### config.mk
export PLATFORM = sky130hd
export DESIGN_NAME = wb_rf_port_arbiter
export DESIGN_NICKNAME = d
export VERILOG_FILES = /design/src/rtl/mips_pkg.sv /design/src/rtl/wb_wait_counter.sv /design/src/rtl/wb_rf_port_arbiter.sv
export SDC_FILE = /design/constraint.sdc
export NUM_CORES = 1
export LEC_CHECK = 0
export CAP_MARGIN = 20
export CORE_UTILIZATION = 30
export DETAILED_ROUTE_END_ITERATION = 6
export PLACE_DENSITY = 0.67
export SYNTH_ARGS = -nofsm -noshare
export SYNTH_HDL_FRONTEND = slang
export SYNTH_SLANG_ARGS = --single-unit
### constraint.sdc
create_clock -name clock_i -period 2.09 [get_ports clock_i]
set_clock_uncertainty 0.15 [all_clocks]
set_input_delay 0.5225 -clock clock_i [delete_from_list [all_inputs] [get_ports clock_i]]
set_output_delay 0.5225 -clock clock_i [all_outputs]
set_load 0.02 [all_outputs]
### src/rtl/mips_pkg.sv
// Shared types and constants for the register-file write-port arbiter.
package mips_pkg;

   localparam int unsigned NB_REG_DEF = 5;

   localparam logic SRC_PIPE = 1'b0;
   localparam logic SRC_DBG  = 1'b1;

   typedef enum logic [1:0] {
      StIdle  = 2'd0,
      StWait  = 2'd1,
      StForce = 2'd2,
      StAck   = 2'd3
   } arb_state_e;

endpackage

### src/rtl/wb_wait_counter.sv
// Saturating wait counter with synchronous clear; flags when the limit is reached.
module wb_wait_counter #(
   parameter int unsigned MAX_WAIT = 8
) (
   input  logic clock_i,
   input  logic reset_i,
   input  logic clr_i,
   input  logic en_i,
   output logic at_limit_o
);

   localparam int unsigned CntW = $clog2(MAX_WAIT + 1);

   logic [CntW-1:0] cnt_q, cnt_d;

   assign at_limit_o = (cnt_q == CntW'(MAX_WAIT));

   always_comb begin
      cnt_d = cnt_q;
      if (clr_i) begin
         cnt_d = '0;
      end else if (en_i && !at_limit_o) begin
         cnt_d = cnt_q + CntW'(1);
      end
   end

   always_ff @(posedge clock_i or posedge reset_i) begin
      if (reset_i) begin
         cnt_q <= '0;
      end else begin
         cnt_q <= cnt_d;
      end
   end

endmodule

### src/rtl/wb_rf_port_arbiter.sv
// Arbitrates the single register-file write port between pipeline writeback (priority)
// and the debug unit, forcing a pipeline stall when debug has waited too long.
module wb_rf_port_arbiter
   import mips_pkg::*;
#(
   parameter int unsigned NB_DATA  = 32,
   parameter int unsigned NB_REG   = NB_REG_DEF,
   parameter int unsigned MAX_WAIT = 8
) (
   input  logic               clock_i,
   input  logic               reset_i,
   input  logic               wb_we_i,
   input  logic [NB_REG-1:0]  wb_addr_i,
   input  logic [NB_DATA-1:0] wb_data_i,
   input  logic               dbg_req_i,
   input  logic [NB_REG-1:0]  dbg_addr_i,
   input  logic [NB_DATA-1:0] dbg_data_i,
   output logic               dbg_ack_o,
   output logic               stall_req_o,
   output logic               rf_we_o,
   output logic [NB_REG-1:0]  rf_addr_o,
   output logic [NB_DATA-1:0] rf_data_o,
   output logic               rf_src_o
);

   arb_state_e         state_q, state_d;
   logic               rf_we_q, rf_we_d;
   logic [NB_REG-1:0]  rf_addr_q, rf_addr_d;
   logic [NB_DATA-1:0] rf_data_q, rf_data_d;
   logic               rf_src_q, rf_src_d;
   logic               sel_dbg;
   logic               cnt_en;
   logic               cnt_clr;
   logic               at_limit;

   wb_wait_counter #(
      .MAX_WAIT (MAX_WAIT)
   ) u_wait_counter (
      .clock_i    (clock_i),
      .reset_i    (reset_i),
      .clr_i      (cnt_clr),
      .en_i       (cnt_en),
      .at_limit_o (at_limit)
   );

   always_comb begin
      state_d = state_q;
      sel_dbg = 1'b0;
      cnt_en  = 1'b0;
      unique case (state_q)
         StIdle: begin
            if (dbg_req_i && !wb_we_i) begin
               sel_dbg = 1'b1;
               state_d = StAck;
            end else if (dbg_req_i) begin
               cnt_en  = 1'b1;
               state_d = StWait;
            end
         end
         StWait: begin
            // A withdrawn request is dropped silently rather than acked.
            if (!dbg_req_i) begin
               state_d = StIdle;
            end else if (!wb_we_i) begin
               sel_dbg = 1'b1;
               state_d = StAck;
            end else if (at_limit) begin
               state_d = StForce;
            end else begin
               cnt_en = 1'b1;
            end
         end
         StForce: begin
            if (!dbg_req_i) begin
               state_d = StIdle;
            end else if (!wb_we_i) begin
               sel_dbg = 1'b1;
               state_d = StAck;
            end
         end
         StAck: begin
            state_d = StIdle;
         end
         default: begin
            state_d = StIdle;
         end
      endcase
   end

   assign cnt_clr = (state_d == StIdle) || (state_d == StAck);

   always_comb begin
      rf_addr_d = sel_dbg ? dbg_addr_i : wb_addr_i;
      rf_data_d = sel_dbg ? dbg_data_i : wb_data_i;
      rf_src_d  = sel_dbg ? SRC_DBG : SRC_PIPE;
      // Writes to $zero are registered but never enabled.
      rf_we_d   = (sel_dbg || wb_we_i) && (rf_addr_d != '0);
   end

   always_ff @(posedge clock_i or posedge reset_i) begin
      if (reset_i) begin
         state_q   <= StIdle;
         rf_we_q   <= 1'b0;
         rf_addr_q <= '0;
         rf_data_q <= '0;
         rf_src_q  <= SRC_PIPE;
      end else begin
         state_q   <= state_d;
         rf_we_q   <= rf_we_d;
         rf_addr_q <= rf_addr_d;
         rf_data_q <= rf_data_d;
         rf_src_q  <= rf_src_d;
      end
   end

   assign dbg_ack_o   = (state_q == StAck);
   assign stall_req_o = (state_q == StForce);
   assign rf_we_o     = rf_we_q;
   assign rf_addr_o   = rf_addr_q;
   assign rf_data_o   = rf_data_q;
   assign rf_src_o    = rf_src_q;

endmodule

==> results.sh, run 1 <==
export IMPL_pre_cts_slack_ps=-111
export IMPL_hp_class="primary input to asynchronous set/reset pin"
export IMPL_gp_congestion=0.791
export IMPL_fin_hold_ws_ps=438
export IMPL_layout_drive_gt1_share_pct=22.1
export IMPL_vias_per_cell=4.47
export IMPL_dieArea_mm2=0.00679
export IMPL_cp_depth=2
export IMPL_critPathTopFamily="flip-flops"
export IMPL_io_pins=119
export IMPL_cts_root_buf="clkbuf_8"
export IMPL_final_core_util_pct=55.3
export IMPL_yosysMostFrequentCell="dfrtp_1"
export IMPL_clkPwrFrac_pct=17.1
export IMPL_async_reset_ff_share_pct=100
export IMPL_ys_warn_count=0
export IMPL_wl_per_cell_um=13.4
export IMPL_vias=1506
export IMPL_die_h_um=82.4
export IMPL_cp_max_fo=5
export IMPL_dp_hpwl_um=3570
export IMPL_wirelength_um=4530
export IMPL_synth_edf_count=0
export IMPL_grt_usage_pct=13.5
export IMPL_endpoint_kind="output port"
export IMPL_ctsHoldBuffers=0
export IMPL_reg2regPathDepth=5
export IMPL_die_w_um=82.4
export IMPL_synth_top_cells_by_area="dfrtp_1, mux2_2, mux2_4, ha_1, inv_1"
export IMPL_drt_pass1_iterations=4
export IMPL_antenna_cells=0
export IMPL_seq_power_share_pct=38.1
export IMPL_design_area_mm2=0.00335
export IMPL_rsz0062_at_grt="no"
export IMPL_ys_types=28
export IMPL_placedInstanceArea_mm2=0.00328
export IMPL_coreArea_mm2=0.00606
export IMPL_clkTransAtPathRegs_ps=80
export IMPL_critPathLaunchType="flip-flop"
export IMPL_finalSetupViolCount=0
export IMPL_synth_area_mm2=0.00194
export IMPL_layout_cells_non_filler=337
export IMPL_cts_num_sinks=45
export IMPL_max_stage_delay_ps=450
export IMPL_cts_max_level=2
export IMPL_top_layer="met4"
export IMPL_max_freq_ghz=0.496
export IMPL_synth_top_cells_by_count="dfrtp_1, mux2_2, mux2_4"
export IMPL_p_leak_uw=0.00143
export IMPL_crit_chain="ha_2, dlygate4sd2_1"
export IMPL_rows=28
export IMPL_wl_met2_um=2290
export IMPL_synthToLayoutAreaGrowth_pct=73.0
export IMPL_initialDrtViolationCount=26
export IMPL_power_density_mw_per_mm2=861
export IMPL_r2r_start="state_q[1]$_DFF_PP0_"
export IMPL_fin_crit_sh_pct=96.5
export IMPL_fillers=534
export IMPL_p_sw_share_pct=31.9
export IMPL_grt_ovfl_total=0
export IMPL_ys_seq_area_share_pct=58.1
export IMPL_fin_nets=347
export IMPL_antenna_found_initial=0
export IMPL_portBuffers=118
export IMPL_critPathBufInv=1
export IMPL_switchingPower_uw=921
export IMPL_p_int_uw=1960
export IMPL_avgSynthCellArea_um2=14.5
export IMPL_irDropWorstVdd_mv=0.356
export IMPL_insertion_delay_ps=290
export IMPL_start_util_pct=32.0
export IMPL_fin_ws_ps=72.3
export IMPL_grt_pass1_vias=1453
export IMPL_crit_slowest_cell="dfrtp_1"
export IMPL_ant_nets=0
export IMPL_routed_wl_met3_um=490
export IMPL_dp_cells=331
export IMPL_drc=0
export IMPL_max_slew_margin_rel_pct=78.7
export IMPL_yosysTopAreaCell="dfrtp_1"
export IMPL_cts_buffer_depth=2
export IMPL_pwr_share_comb_pct=44.8
export IMPL_grt_max_degree=25
export IMPL_run_status="completed"
export IMPL_ff2ff_setup_slack_ps=170
export IMPL_cts_buffers=5
export IMPL_period_needed_ps=2020
export IMPL_synth_top_area_share_pct=58.1
export IMPL_tightest_slew_ps=319
export IMPL_cp_arrival_ps=1350
export IMPL_maxCapViolations=0
export IMPL_wl_met1_um=1710
export IMPL_ys_ff_latch=45
export IMPL_cts_tree="built"
export IMPL_drv_slew=0
export IMPL_regToRegEndpoint="rf_data_o[4]$_DFF_PP0_"
export IMPL_syn_num_nets=218
export IMPL_hold_viol_final=0
export IMPL_cp_required_ps=1420
export IMPL_grt_pass1_wl_um=6650
export IMPL_syn_instance_count=134
export IMPL_synth_flop_cell="dfrtp_1"
export IMPL_crit_type="flip-flop to output port"
==> cell type report <==
cell class | count | area [µm²] | share of cell area (%)
timing repair buffer | 126 | 1260 | 37.7
sequential | 45 | 1130 | 33.6
multi-input combinational | 78 | 767 | 22.9
tap | 75 | 93.8 | 2.80
clock buffer | 5 | 68.8 | 2.05
inverter | 7 | 26.3 | 0.784
clock inverter | 1 | 5.00 | 0.149
==> cells by family (layout without fill, tap and decap cells) <==
| group | Yosys count | count (layout) | synth area share, % |
|---|---|---|---|
| AO/OA/AOI/OAI | 11 | 11 | 3.81 |
| buffers and inverters | 11 | 139 | 3.03 |
| adder cells (fa/ha/maj) | 6 | 6 | 3.87 |
| XOR/XNOR | 3 | 3 | 1.36 |
| flip-flops | 45 | 45 | 58.1 |
| multiplexers | 38 | 38 | 23.6 |
| AND/OR/NAND/NOR | 20 | 20 | 6.26 |
==> worst register-to-register path: stages, from the launching register on <==
cell and delay (ps):
dfrtp_1 450, inv_1 90, ha_1 320, o21ai_4 220
buf_12 210, mux2_2 360
==> power groups by stage <==
| stage | clock (µW) | combinational [µW] | sequential, µW |
|---|---|---|---|
| finish | 492 | 1290 | 1100 |
| global placement | 0 | 1310 | 1110 |
| CTS | 517 | 1310 | 1100 |
| detailed placement | 0 | 1310 | 1120 |
| global route | 554 | 1390 | 1120 |
| floorplan | 0 | 519 | 1300 |
==> how the worst max path moves through the flow <==
stage                                     from                                   to  slack [ps]
after global routing      state_q[1]$_DFF_PP0_                          stall_req_o          10
after global placement               dbg_req_i  u_wait_counter.cnt_q[0]$_DFFE_PP0P_        -120
final                     state_q[1]$_DFF_PP0_                          stall_req_o          70
after detailed placement             dbg_req_i               rf_data_o[6]$_DFF_PP0_        -110
after floorplan           state_q[0]$_DFF_PP0_  u_wait_counter.cnt_q[0]$_DFFE_PP0P_         270
after CTS                 state_q[1]$_DFF_PP0_                          stall_req_o          30
==> repair_timing <==
item	CTS	global route
endpoints found under the setup margin	2	2
setup buffers	0	0
gates resized for setup	2	2
==> metrics by stage <==
stage | total power [µW] | TNS (ps)
2_1_floorplan | 1820 | 0
3_3_place_gp | 2420 | -3420
3_5_place_dp | 2430 | -4070
4_1_cts | 2930 | 0
5_1_grt | 3070 | 0
6_report | 2890 | 0
==> state kept, by name, indices dropped and copies added (netlist names) <==
signal                cells
rf_data_o                32
rf_addr_o                 5
u_wait_counter.cnt_q      4
state_q                   2
rf_src_o                  1
rf_we_o                   1
==> placed cells by master, fill, tap and decap left out, types with 2 or more instances in the layout <==
| master | n |
|---|---|
| mux2_4 | 8 |
| clkbuf_8 | 5 |
| o211ai_1 | 2 |
| buf_4 | 6 |
| buf_12 | 2 |
| ha_1 | 5 |
| inv_1 | 6 |
| clkdlybuf4s50_1 | 116 |
| nor3_1 | 5 |
| dfrtp_1 | 45 |
| xnor2_1 | 3 |
| o21ai_0 | 3 |
| nor2_1 | 5 |
| mux2_2 | 29 |
| or4_1 | 2 |
==> metal layers <==
layer  vias up  GRT usage, %
met1       705          14.0
met4         0          4.74
met3         5          5.49
met5         -             0
li1        723             -
met2        73          24.4
(Power assumes the default switching activity.)
==> run 2: changes to the inputs <==
- CORE_ASPECT_RATIO: unset -> 1.4
==> results.sh, run 2 (synthesis results as in run 1) <==
export IMPL_run_status="completed"
export IMPL_cts_root_buf="clkbuf_8"
export IMPL_ant_nets=0
export IMPL_die_h_um=97.1
export IMPL_tightest_slew_ps=370
export IMPL_final_common_cell="clkdlybuf4s50_1"
export IMPL_dp_hpwl_um=3670
export IMPL_placedInstanceArea_mm2=0.00329
export IMPL_cp_required_ps=1420
export IMPL_maxCapViolations=0
export IMPL_vias_per_cell=4.53
export IMPL_grt_ovfl_total=0
export IMPL_dp_cells=328
export IMPL_start_util_pct=31.2
export IMPL_p_leak_uw=0.00144
export IMPL_crit_chain="ha_1, dlygate4sd2_1"
export IMPL_design_area_mm2=0.00337
export IMPL_crit_path_end="dbg_ack_o"
export IMPL_crit_slowest_cell="dfrtp_2"
export IMPL_drt_pass1_iterations=4
export IMPL_rsz0062_at_grt="no"
export IMPL_wl_per_cell_um=14.2
export IMPL_cts_tree="built"
export IMPL_period_needed_ps=1960
export IMPL_crit_type="flip-flop to output port"
export IMPL_fillers=549
export IMPL_finalSetupViolCount=0
export IMPL_endpoint_kind="output port"
export IMPL_multi_input_area_um2=771
export IMPL_layout_drive_gt1_share_pct=23.1
export IMPL_grt_pass1_wl_um=7960
export IMPL_r2r_start="state_q[1]$_DFF_PP0_"
export IMPL_cts_buffer_depth=2
export IMPL_regToRegEndpoint="rf_data_o[0]$_DFF_PP0_"
export IMPL_ctsHoldBuffers=0
export IMPL_largest_reg_flops=32
export IMPL_cts_buffers=5
export IMPL_drc=0
export IMPL_final_cell_mix="clkdlybuf4s50_1, dfrtp_1, mux2_2"
export IMPL_power_density_mw_per_mm2=881
export IMPL_critPathLaunch="state_q[0]$_DFF_PP0_"
export IMPL_rows=34
export IMPL_ff_latch_area_mm2=0.00113
export IMPL_cts_max_level=2
export IMPL_drv_slew=0
export IMPL_cp_arrival_ps=1280
export IMPL_final_core_util_pct=54.3
export IMPL_ff2ff_setup_slack_ps=170
export IMPL_grt_max_degree=31
export IMPL_grt_usage_pct=15.1
export IMPL_fin_crit_sh_pct=93.6
export IMPL_insertion_delay_ps=290
export IMPL_reg2regPathDepth=5
export IMPL_cts_num_sinks=45
export IMPL_max_stage_delay_ps=440
export IMPL_synthToLayoutAreaGrowth_pct=73.9
export IMPL_finalPower_uw=2970
export IMPL_critPathLaunchType="flip-flop"
export IMPL_hold_viol_final=0
export IMPL_grt_pass1_vias=1587
export IMPL_max_freq_ghz=0.511
export IMPL_fin_nets=347
export IMPL_max_slew_margin_rel_pct=75.3
export IMPL_clkTransAtPathRegs_ps=80
export IMPL_initialDrtViolationCount=32
export IMPL_cp_max_fo=5
export IMPL_postCtsSetupBuffers=0
export IMPL_antenna_cells=0
export IMPL_hp_class="primary input to asynchronous set/reset pin"
export IMPL_wirelength_um=4790
export IMPL_irDropWorstVdd_mv=0.395
export IMPL_coreArea_mm2=0.00621
export IMPL_die_w_um=69.9
export IMPL_gp_congestion=0.913
export IMPL_vias=1522
export IMPL_layout_cells_non_filler=336
export IMPL_portBuffers=118
export IMPL_io_pins=119
export IMPL_antenna_found_initial=0
export IMPL_dieArea_mm2=0.00679
## run 2: metal layers
layer  up-vias  track usage [%]  share of wire, %
met4         0             7.69               3.6
met5         -                0                 0
met1       727             16.8                36
li1        727                -                 -
met3        13             3.63               3.9
met2        55             26.5                56
## run 2: what timing repair did
item	CTS	global route
gates resized for setup	2	4
cloned	0	0
endpoints found under the setup margin	2	4
## run 2: layout make-up
class	count	area share (%)
Clock buffer	6	2.15
Inverter	7	0.780
Sequential cell	45	33.5
Tap cell	72	2.67
Timing Repair Buffer	126	37.8
Multi-Input combinational cell	78	22.9
Clock inverter	2	0.297
## run 2: per-stage QoR
step / hold slack [ps] / setup slack (ps) / setup TNS (ps)
3_5_place_dp: 412 / -129 / -3960
4_1_cts: 371 / 10.0 / 0
2_1_floorplan: 380 / 271 / 0
5_1_grt: 390 / 28.4 / 0
6_report: 368 / 134 / 0
3_3_place_gp: 407 / -97.2 / -2930
## run 2: worst max-delay path, delay by kind of cell, from the launching register on
| family | cells | cell delay [ps] |
|---|---|---|
| buffers and inverters | 1 | 330 |
| DFF | 1 | 440 |
| adders and majority gates | 1 | 230 |
## run 2: worst min-delay path by stage
stage,to,start
floorplan,u_wait_counter.cnt_q[3]$_DFFE_PP0P_,u_wait_counter.cnt_q[3]$_DFFE_PP0P_
global placement,u_wait_counter.cnt_q[3]$_DFFE_PP0P_,u_wait_counter.cnt_q[3]$_DFFE_PP0P_
detailed placement,u_wait_counter.cnt_q[3]$_DFFE_PP0P_,u_wait_counter.cnt_q[3]$_DFFE_PP0P_
CTS,rf_data_o[2]$_DFF_PP0_,reset_i
global route,rf_data_o[6]$_DFF_PP0_,reset_i
finish,rf_data_o[6]$_DFF_PP0_,reset_i
## run 2: where the power goes
group	internal, µW	total (µW)	leakage [µW]	switching (µW)
Sequential	1040	1110	0.000535	74.5
Clock	232	522	0.0000450	289
Combinational	735	1330	0.000862	600
==> run 3: changes to the inputs <==
- CORE_ASPECT_RATIO: 1.4 -> unset
==> results of run 3 <==
No change in the layout: final DEF, timing and power equal those of run 1.
